### src/rtl/dsp_mac_pkg.sv
// ---------------------------------------------------------------------------
// dsp_mac_pkg
//
// Shared types and constants for the DSP-slice MAC sequencer.
//
// Contents:
//   state_t      - sequencer FSM state encoding
//   OPM_FIRST    - X=M, Z=0    : first product of a job, discards old P
//   OPM_ACC      - X=M, Z=P    : accumulate a product onto P
//   OPM_HOLD     - X=0, Z=P    : bubble, P keeps its value
//   OPM_CLR      - X=0, Z=0    : P is cleared to zero
//   OPM_SUB_BIT  - post-adder subtract flag, bit 7 of OPMODE
// ---------------------------------------------------------------------------
package dsp_mac_pkg;

  typedef enum logic [2:0] {
    ST_IDLE,
    ST_CLR,
    ST_RUN,
    ST_DRAIN,
    ST_DONE
  } state_t;

  localparam logic [7:0] OPM_FIRST   = 8'h01;
  localparam logic [7:0] OPM_ACC     = 8'h09;
  localparam logic [7:0] OPM_HOLD    = 8'h08;
  localparam logic [7:0] OPM_CLR     = 8'h00;
  localparam logic [7:0] OPM_SUB_BIT = 8'h80;

endpackage

### src/rtl/opm_dly_line.sv
// ---------------------------------------------------------------------------
// opm_dly_line
//
// Clock-enabled shift register of 8-bit OPMODE tags. It moves in lock-step
// with the slice pipeline, so a tag pushed with an operand beat comes out at
// the post-adder stage together with that beat's product.
//
// Parameters:
//   DEPTH    - number of stages (1..4 in practice)
//   RST_VAL  - value loaded into every stage by reset
//
// Ports:
//   clk   in   clock
//   rst   in   asynchronous, active-high reset
//   ce    in   shift enable; the line holds when low
//   din   in   tag entering stage 0
//   dout  out  tag leaving the last stage
// ---------------------------------------------------------------------------
module opm_dly_line #(
  parameter int         DEPTH   = 2,
  parameter logic [7:0] RST_VAL = 8'h08
) (
  input  logic       clk,
  input  logic       rst,
  input  logic       ce,
  input  logic [7:0] din,
  output logic [7:0] dout
);

  logic [7:0] stage [DEPTH];

  // Every stage resets to the hold tag so that P is left untouched while
  // the line refills after a reset.
  always_ff @(posedge clk or posedge rst) begin
    if (rst) begin
      for (int i = 0; i < DEPTH; i++) begin
        stage[i] <= RST_VAL;
      end
    end else if (ce) begin
      stage[0] <= din;
      for (int i = 1; i < DEPTH; i++) begin
        stage[i] <= stage[i-1];
      end
    end
  end

  assign dout = stage[DEPTH-1];

endmodule

### src/rtl/dsp_mac_seq.sv
// ---------------------------------------------------------------------------
// dsp_mac_seq
//
// Sequencer for a DSP-slice multiply-accumulate. It accepts a job of `len`
// operand beats, drives the common slice clock enable and produces the
// OPMODE sequence (first / accumulate / hold / clear) aligned to the
// post-adder stage, then pulses `done` once P holds the final sum.
// A job of zero beats clears P instead.
//
// Parameters:
//   LEN_W    - width of the beat-count field
//   OPM_DLY  - ce-qualified cycles from an operand beat to the post-adder
//              (legal range 1..4)
//
// Build option:
//   DSP_MAC_SEQ_SUB_EN - adds input `sub`; when set with start, every beat
//                        of that job uses post-adder subtract (OPMODE[7]).
//
// Ports:
//   clk       in   clock
//   rst       in   asynchronous, active-high reset
//   start     in   one-cycle job request (honoured only in IDLE)
//   len       in   number of operand beats, sampled with start
//   sub       in   subtract mode, sampled with start (option only)
//   in_valid  in   an operand pair is present at the slice inputs
//   in_ready  out  an operand beat is accepted this cycle
//   ce        out  clock enable for all slice pipeline registers
//   opmode    out  slice OPMODE, aligned to the post-adder stage
//   busy      out  sequencer is not in IDLE
//   done      out  one-cycle pulse, P holds the final result
// ---------------------------------------------------------------------------
module dsp_mac_seq
  import dsp_mac_pkg::*;
#(
  parameter int LEN_W   = 8,
  parameter int OPM_DLY = 2
) (
  input  logic             clk,
  input  logic             rst,
  input  logic             start,
  input  logic [LEN_W-1:0] len,
  input  logic             in_valid,
`ifdef DSP_MAC_SEQ_SUB_EN
  input  logic             sub,
`endif
  output logic             in_ready,
  output logic             ce,
  output logic [7:0]       opmode,
  output logic             busy,
  output logic             done
);

  // DRAIN runs for OPM_DLY+1 cycles: the drain counter walks 0..OPM_DLY.
  localparam int         DCNT_W     = 3;
  localparam logic [DCNT_W-1:0] DRAIN_LAST = DCNT_W'(OPM_DLY);

  state_t              state, state_nxt;
  logic [LEN_W-1:0]    remaining, remaining_nxt;
  logic                first_beat, first_nxt;
  logic [DCNT_W-1:0]   drain_cnt, drain_nxt;
  logic                sub_r, sub_nxt;
  logic                sub_in;
  logic [7:0]          sub_mask;
  logic [7:0]          tag;

`ifdef DSP_MAC_SEQ_SUB_EN
  assign sub_in = sub;
`else
  assign sub_in = 1'b0;
`endif

  // Subtract only applies to operand beats; bubbles and the clear beat
  // never carry it.
  assign sub_mask = {sub_r, 7'b0};

  // State and job-context registers.
  always_ff @(posedge clk or posedge rst) begin
    if (rst) begin
      state      <= ST_IDLE;
      remaining  <= '0;
      first_beat <= 1'b0;
      drain_cnt  <= '0;
      sub_r      <= 1'b0;
    end else begin
      state      <= state_nxt;
      remaining  <= remaining_nxt;
      first_beat <= first_nxt;
      drain_cnt  <= drain_nxt;
      sub_r      <= sub_nxt;
    end
  end

  // Next-state and output decode. ce is high for every cycle that pushes a
  // tag; an idle in_valid in RUN stalls the whole slice pipeline together
  // with the tag line, so P and the in-flight tags stay aligned.
  always_comb begin
    state_nxt     = state;
    remaining_nxt = remaining;
    first_nxt     = first_beat;
    drain_nxt     = '0;
    sub_nxt       = sub_r;
    in_ready      = 1'b0;
    ce            = 1'b0;
    busy          = 1'b1;
    done          = 1'b0;
    tag           = OPM_HOLD;

    unique case (state)
      ST_IDLE: begin
        busy = 1'b0;
        if (start) begin
          sub_nxt = sub_in;
          if (len != '0) begin
            state_nxt     = ST_RUN;
            remaining_nxt = len;
            first_nxt     = 1'b1;
          end else begin
            state_nxt = ST_CLR;
          end
        end
      end

      ST_CLR: begin
        ce        = 1'b1;
        tag       = OPM_CLR;
        state_nxt = ST_DRAIN;
      end

      ST_RUN: begin
        in_ready = 1'b1;
        ce       = in_valid;
        tag      = (first_beat ? OPM_FIRST : OPM_ACC) | sub_mask;
        if (in_valid) begin
          // Counting down to one (rather than to zero) means the full
          // 2^LEN_W-1 range works without a wider counter.
          remaining_nxt = remaining - 1'b1;
          first_nxt     = 1'b0;
          if (remaining == LEN_W'(1)) begin
            state_nxt = ST_DRAIN;
          end
        end
      end

      ST_DRAIN: begin
        ce  = 1'b1;
        tag = OPM_HOLD;
        if (drain_cnt == DRAIN_LAST) begin
          state_nxt = ST_DONE;
        end else begin
          drain_nxt = drain_cnt + 1'b1;
        end
      end

      ST_DONE: begin
        done      = 1'b1;
        state_nxt = ST_IDLE;
      end

      default: begin
        state_nxt = ST_IDLE;
      end
    endcase
  end

  opm_dly_line #(
    .DEPTH   (OPM_DLY),
    .RST_VAL (OPM_HOLD)
  ) u_dly (
    .clk  (clk),
    .rst  (rst),
    .ce   (ce),
    .din  (tag),
    .dout (opmode)
  );

endmodule

### config.mk
export PLATFORM = sky130hd
export DESIGN_NAME = dsp_mac_seq
export DESIGN_NICKNAME = d
export VERILOG_FILES = /design/src/rtl/dsp_mac_pkg.sv /design/src/rtl/opm_dly_line.sv /design/src/rtl/dsp_mac_seq.sv
export SDC_FILE = /design/constraint.sdc
export NUM_CORES = 1
export LEC_CHECK = 0
export CAP_MARGIN = 40
export CORE_MARGIN = 10
export CORE_UTILIZATION = 50
export CTS_CLUSTER_DIAMETER = 30
export DETAILED_ROUTE_END_ITERATION = 8
export GPL_TIMING_DRIVEN = 0
export PLACE_DENSITY = 0.78
export SYNTH_ARGS = -nofsm -noshare
export SYNTH_HDL_FRONTEND = slang
export SYNTH_SLANG_ARGS = --single-unit
### constraint.sdc
create_clock -name clk -period 1.75 [get_ports clk]
set_input_delay 0.4375 -clock clk [delete_from_list [all_inputs] [get_ports clk]]
set_output_delay 0.4375 -clock clk [all_outputs]
set_load 0.05 [all_outputs]
==> flow_summary.ini, run 1 <==
[outcome]
run_status = finished, violations left
violations = negative setup slack

[run]
cap_viol_max_count = 0

[global_routing]
grt_start_max_net_pins = 20
antenna_found_initial = 0
globalRouteOverflowTotal = 0
number_of_global_route_vias_before_repair = 1110
first_pass_grt_wire_length_mm = 5.17
grt_use_total_pct = 12.7

[clocking]
clock_latency_ns = 0.31
clk_transition_reported_paths_ns = 0.11
numCtsBuffers = 3
cts-root-buf = sky130_fd_sc_hd__clkbuf_4
cts.sinks = 19
htree_num_levels = 1
cts_hold_repair.buffers = 0
cts_tree = done
clockBufferDepth = 2

[yosys]
synth_cell_types = 46
synth_area_sq_um = 1200
primary_ff_master_synth = sky130_fd_sc_hd__dfrtp_1
synthCells = 121
synth-seq-cells = 19
post_syn_area_per_cell_sq_um = 9.95
ys_async_sr_fraction_pct = 100
yosysWarnings = 0
synth_enable_flop_cells = 0
fraction_of_the_yosys_area_taken_by_sequential_cells_pct = 39.7

[floorplanning]
die_area_sq_um = 4770
chipHeight_microns = 69.1
io-pin-count = 24
row_count = 17
die_x_microns = 69.1
initial_util_pct = 53.4
placeableCoreArea_sq_um = 2250

[sta]
max_slew.worst_pin.slew_ns = 0.746
grt_setup_unrepaired = yes
finalSetupTns_ns = -0.659
report.final.hold_viol_count = 0
fin_crit_ns = 1.89
worst_clock_skew_ns = 0.00681
post-route-worst-setup-slack_ns = -0.140
finalSetupViolations = 11
maxClockFrequency_ghz = 0.529
layout_worst_path_cycle_share_pct = 108
timing.max_slew.rel_slack_pct = 50.2
slew_viol_final = 0

[pwr]
sequentialPowerShare_pct = 28.2
total_power_w = 0.00300
power.density_nw_per_um2 = 1760
power.switching_w = 0.00137
clk_pwr_share_pct = 7.9
comb_power_share_pct = 63.9
p_sw_share_pct = 45.7
cellLeakagePower_nw = 0.736
power_report.internal_total_w = 0.00163
power.ir.vdd_worst_v = 0.00109

[placement]
port_buffers = 16
routabilityCongestion = 0.913
dp_hpwl_mm = 2.10
placedCellCount = 170
pre_cts_ws_ns = -0.688

[final_layout]
layout-drive-gt1-share_pct = 40.7
layout.cells.most_common_list = sky130_fd_sc_hd__buf_4 (20), sky130_fd_sc_hd__dfrtp_1 (14), sky130_fd_sc_hd__buf_6 (8)
syn2layout_area_growth_pct = 41.4
final_net_count = 177
finalCoreUtilization_pct = 75.5
n_antenna_cell = 0
final_common_cell = sky130_fd_sc_hd__buf_4
finalNonFillerCells = 190

[drt]
detail_route.wirelength_mm = 3.36
final_antenna_net_count = 0
dr_total_vias = 1122
detail_route.iter0.violations = 30
drt-vias-per-instance = 5.91
firstDrtPassIters = 4
post-route-drc-count = 0
drt-wirelength-per-cell_microns = 17.7

[critical_path]
worst_setup_path_start_kind = register
worst-endpoint-required_ns = 1.31
setup.worst_path.end_class = output pin
critical_path_peak_fanout = 3
cp.arrival_ns = 1.45
critical_path_class = reg -> out

[min_path]
worstHoldPathType = in -> reg
final cells by class:
| cell class | instances | area (sq um) |
|---|---|---|
| repair buffers | 33 | 304 |
| flip-flops and latches | 19 | 482 |
| clock buffers | 4 | 26.3 |
| multi-input cells | 88 | 711 |
| plain buffers | 12 | 121 |
| inverters | 6 | 22.5 |
| fillers | 175 | 553 |
| well taps | 28 | 35.0 |
Yosys cell counts (2+ instances only):
library cell	n	area, sq um
sky130_fd_sc_hd__clkbuf_1	2	7.51
sky130_fd_sc_hd__a21oi_1	10	50.1
sky130_fd_sc_hd__nor2b_1	3	18.8
sky130_fd_sc_hd__nand2b_1	3	18.8
sky130_fd_sc_hd__nand3_1	3	15.0
sky130_fd_sc_hd__or3_1	2	12.5
sky130_fd_sc_hd__buf_6	2	22.5
sky130_fd_sc_hd__nor2_1	8	30.0
sky130_fd_sc_hd__inv_1	4	15.0
sky130_fd_sc_hd__inv_2	2	7.51
sky130_fd_sc_hd__o21ai_1	6	30.0
sky130_fd_sc_hd__buf_4	8	60.1
sky130_fd_sc_hd__or4_4	2	22.5
sky130_fd_sc_hd__mux2_1	2	22.5
sky130_fd_sc_hd__a2bb2oi_1	2	17.5
sky130_fd_sc_hd__nor3b_1	2	15.0
sky130_fd_sc_hd__nand4_1	3	18.8
sky130_fd_sc_hd__a31oi_1	4	25.0
sky130_fd_sc_hd__a211oi_1	2	15.0
sky130_fd_sc_hd__dfstp_2	2	52.6
sky130_fd_sc_hd__nor3_1	4	20.0
sky130_fd_sc_hd__o22ai_1	3	18.8
sky130_fd_sc_hd__dfrtp_1	17	425
sky130_fd_sc_hd__ha_1	2	25.0
sky130_fd_sc_hd__nor4_1	2	12.5
worst max-delay path, cell delays in order (launching register included):
cell and delay [ns]:
sky130_fd_sc_hd__dfrtp_2 0.46, sky130_fd_sc_hd__buf_6 0.13, sky130_fd_sc_hd__or3_4 0.39, sky130_fd_sc_hd__buf_8 0.16
kinds of logic after synthesis:
| logic type | synth area share [%] |
|---|---|
| buffers and inverters | 11.0 |
| multiplexers | 3.95 |
| flip-flops | 39.7 |
| AO/OA/AOI/OAI | 20.6 |
| AND/OR/NAND/NOR | 21.6 |
| XOR/XNOR | 0.728 |
| other | 0.312 |
| adder cells (fa/ha/maj) | 2.08 |
flip-flops by register name, summed over array words and instances (netlist names):
signal / cells
remaining: 8
first_beat: 1
state: 3
drain_cnt: 3
u_dly.dout: 2
u_dly.stage: 2
per-layer routing:
| metal | part of all wire, % | GRT usage, % | vias to the layer above | wire length (microns) |
|---|---|---|---|---|
| met5 | 0 | 0 | - | 0 |
| met4 | 3.4 | 4.88 | 0 | 116 |
| met3 | 4.8 | 4.14 | 14 | 163 |
| met2 | 50 | 21.4 | 51 | 1680 |
| met1 | 42 | 14.3 | 540 | 1400 |
| li1 | - | - | 517 | - |
timing repair:
item                                    in CTS  in global routing
gates resized for setup                     55                 21
pin swaps                                    7                  7
setup buffers                               11                  6
hold endpoints to repair                     0                  0
endpoints found under the setup margin      13                 15
final timing paths:
check,start,to,slack [ns],cells past startpoint
max,state[2],busy,-0.14,3
min,in_valid,remaining[4],0.44,3
max reg2reg,state[2],remaining[3],-0.09,8
min reg2reg,u_dly.dout[0],u_dly.dout[0],0.51,1
max in group asynchronous,rst,state[1],0.69,2
min in group asynchronous,rst,remaining[1],0.54,2
metrics by stage:
stage	cell area (sq um)	hold slack, ns
CTS	1600	0.448
floorplan	1230	0.387
detailed placement	1430	0.492
global route	1700	0.439
global placement	1430	0.469
finish	1700	0.440
power groups by stage:
stage          Combinational, W  Sequential [W]  Clock [W]
3_3_place_gp            0.00140        0.000824          0
2_1_floorplan           0.00114        0.000792          0
4_1_cts                 0.00169        0.000827   0.000233
5_1_grt                 0.00206        0.000879   0.000261
3_5_place_dp            0.00144        0.000839          0
6_report                0.00192        0.000848   0.000236
Power figures use the tool's default switching activity.
==> run 2: changes to the inputs <==
==> constraint.sdc (replaced) <==
create_clock -name clk -period 1.75 [get_ports clk]
set_input_delay 0.175 -clock clk [delete_from_list [all_inputs] [get_ports clk]]
set_output_delay 0.175 -clock clk [all_outputs]
set_load 0.05 [all_outputs]
==> flow_summary.ini, run 2 (synthesis gave the netlist of run 1 again) <==
[drt]
post-route-drc-count = 0
detail_route.wirelength_mm = 2.86
firstDrtPassIters = 4
final_antenna_net_count = 0
drt-wirelength-per-cell_microns = 16.3
dr_total_vias = 1039
drt-vias-per-instance = 5.94
detail_route.iter0.violations = 48

[critical_path]
cp.arrival_ns = 1.51
worst-endpoint-required_ns = 1.57
ff2ff_setup_slack_ns = 0.12
setup.worst_path.end_class = output pin
critical_path_peak_fanout = 10
critical_path_class = reg -> out
worst_setup_path_start_kind = register

[placement]
routabilityCongestion = 0.949
port_buffers = 16
pre_cts_ws_ns = -0.407
placedCellCount = 170
dp_hpwl_mm = 2.11
dpl_cell_area_sq_um = 1430

[sta]
holdWs_ns = 0.190
slew_viol_final = 0
timing.max_slew.rel_slack_pct = 50.8
finalSetupTns_ns = 0
max_slew.worst_pin.slew_ns = 0.737
finalSetupViolations = 0
fin_crit_ns = 1.68
maxClockFrequency_ghz = 0.595
grt_setup_unrepaired = no
layout_worst_path_cycle_share_pct = 96.1
worst_clock_skew_ns = 0.00490
post-route-worst-setup-slack_ns = 0.0681
report.final.hold_viol_count = 0

[global_routing]
antenna_found_initial = 0
grt_start_max_net_pins = 20
globalRouteOverflowTotal = 0
first_pass_grt_wire_length_mm = 4.90
number_of_global_route_vias_before_repair = 1053
grt_use_total_pct = 11.8

[outcome]
run_status = finished clean

[pwr]
power.switching_w = 0.00120
sequentialPowerShare_pct = 33.1
comb_power_share_pct = 57.6
power.density_nw_per_um2 = 1750
clk_pwr_share_pct = 9.3
power_report.internal_total_w = 0.00134
p_sw_share_pct = 47.1
cellLeakagePower_nw = 0.614
power.ir.vdd_worst_v = 0.000931

[final_layout]
post-route-cell-area_sq_um = 1450
layout_top_registers = remaining x8, drain_cnt x3, state x3
syn2layout_area_growth_pct = 20.4
n_antenna_cell = 0
layout-drive-gt1-share_pct = 23.8
multi_input_area_sq_um = 619
final_common_cell = sky130_fd_sc_hd__dfrtp_1
largest_register_ffs = 8
final_net_count = 162
layout.cells.most_common_list = sky130_fd_sc_hd__dfrtp_1 (17), sky130_fd_sc_hd__a21oi_1 (10), sky130_fd_sc_hd__clkdlybuf4s50_1 (10)
fillerInstances = 222
max_flop_register = remaining
sequential_cell_area_sq_um = 478
finalNonFillerCells = 175

[clocking]
clock_latency_ns = 0.31
htree_num_levels = 1
cts.sinks = 19
cts_tree = done
cts-root-buf = sky130_fd_sc_hd__clkbuf_4
cts_hold_repair.buffers = 0
numCtsBuffers = 3
clk_transition_reported_paths_ns = 0.11
clockBufferDepth = 2

[floorplanning]
die_area_sq_um = 4770
row_count = 17
die_x_microns = 69.1
chipHeight_microns = 69.1
io-pin-count = 24
initial_util_pct = 53.4
placeableCoreArea_sq_um = 2250

[min_path]
worstHoldPathType = in -> reg

[run]
cap_viol_max_count = 0
## run 2: cell types whose count changed in the layout (fill, tap and decap cells not counted), sizes merged
cell	previous run	this run
clkdlybuf4s50	3	10
buf	34	14
dlygate4sd2	6	1
clkbuf	5	8
## run 2: cell type report
type	instances	area share (%)
Sequential cell	19	33.0
Buffer	13	7.86
Clock buffer	4	1.81
Inverter	6	1.55
Tap cell	28	2.42
Multi-Input combinational cell	88	42.7
Timing Repair Buffer	17	10.6
## run 2: worst paths after layout
check / start / to / depth (start not counted)
worst max register to register: state[2] / remaining[1] / 5
min in group asynchronous: rst / first_beat / 2
worst min register to register: u_dly.dout[0] / u_dly.dout[0] / 1
worst min-delay path: in_valid / remaining[0] / 3
max in group asynchronous: rst / drain_cnt[1] / 2
worst max-delay path: state[1] / in_ready / 3
## run 2: power groups by stage
stage / combinational [W] / clock, W / sequential (W)
global route: 0.00161 / 0.000247 / 0.000871
finish: 0.00146 / 0.000236 / 0.000842
floorplan: 0.00113 / 0 / 0.000792
CTS: 0.00143 / 0.000234 / 0.000838
detailed placement: 0.00144 / 0 / 0.000844
global placement: 0.00140 / 0 / 0.000824
## run 2: through the flow
| stage | total power [W] | utilization, % |
|---|---|---|
| floorplan | 0.00192 | - |
| global placement | 0.00222 | 63.2 |
| detailed placement | 0.00228 | 63.2 |
| CTS | 0.00251 | 63.8 |
| global route | 0.00272 | 64.3 |
| finish | 0.00254 | 64.3 |
## run 2: repair_timing
item                                    in CTS  in global routing
endpoints found under the setup margin       5                  3
resized for setup                           22                  5
pin swaps                                    1                  0
setup buffers                                1                  0
## run 2: worst max-delay path, cell delays in order, from the launching register on
cell,delay [ns]
sky130_fd_sc_hd__dfrtp_1,0.48
sky130_fd_sc_hd__nor3b_4,0.29
sky130_fd_sc_hd__buf_6,0.18
sky130_fd_sc_hd__clkbuf_4,0.24
## run 2: metal layers
layer	up-vias	share of wire [%]	track usage, %
li1	490	-	-
met1	506	43	14.3
met2	39	49	19.7
met3	4	6.6	2.85
met4	0	1.3	4.21
met5	-	0	0
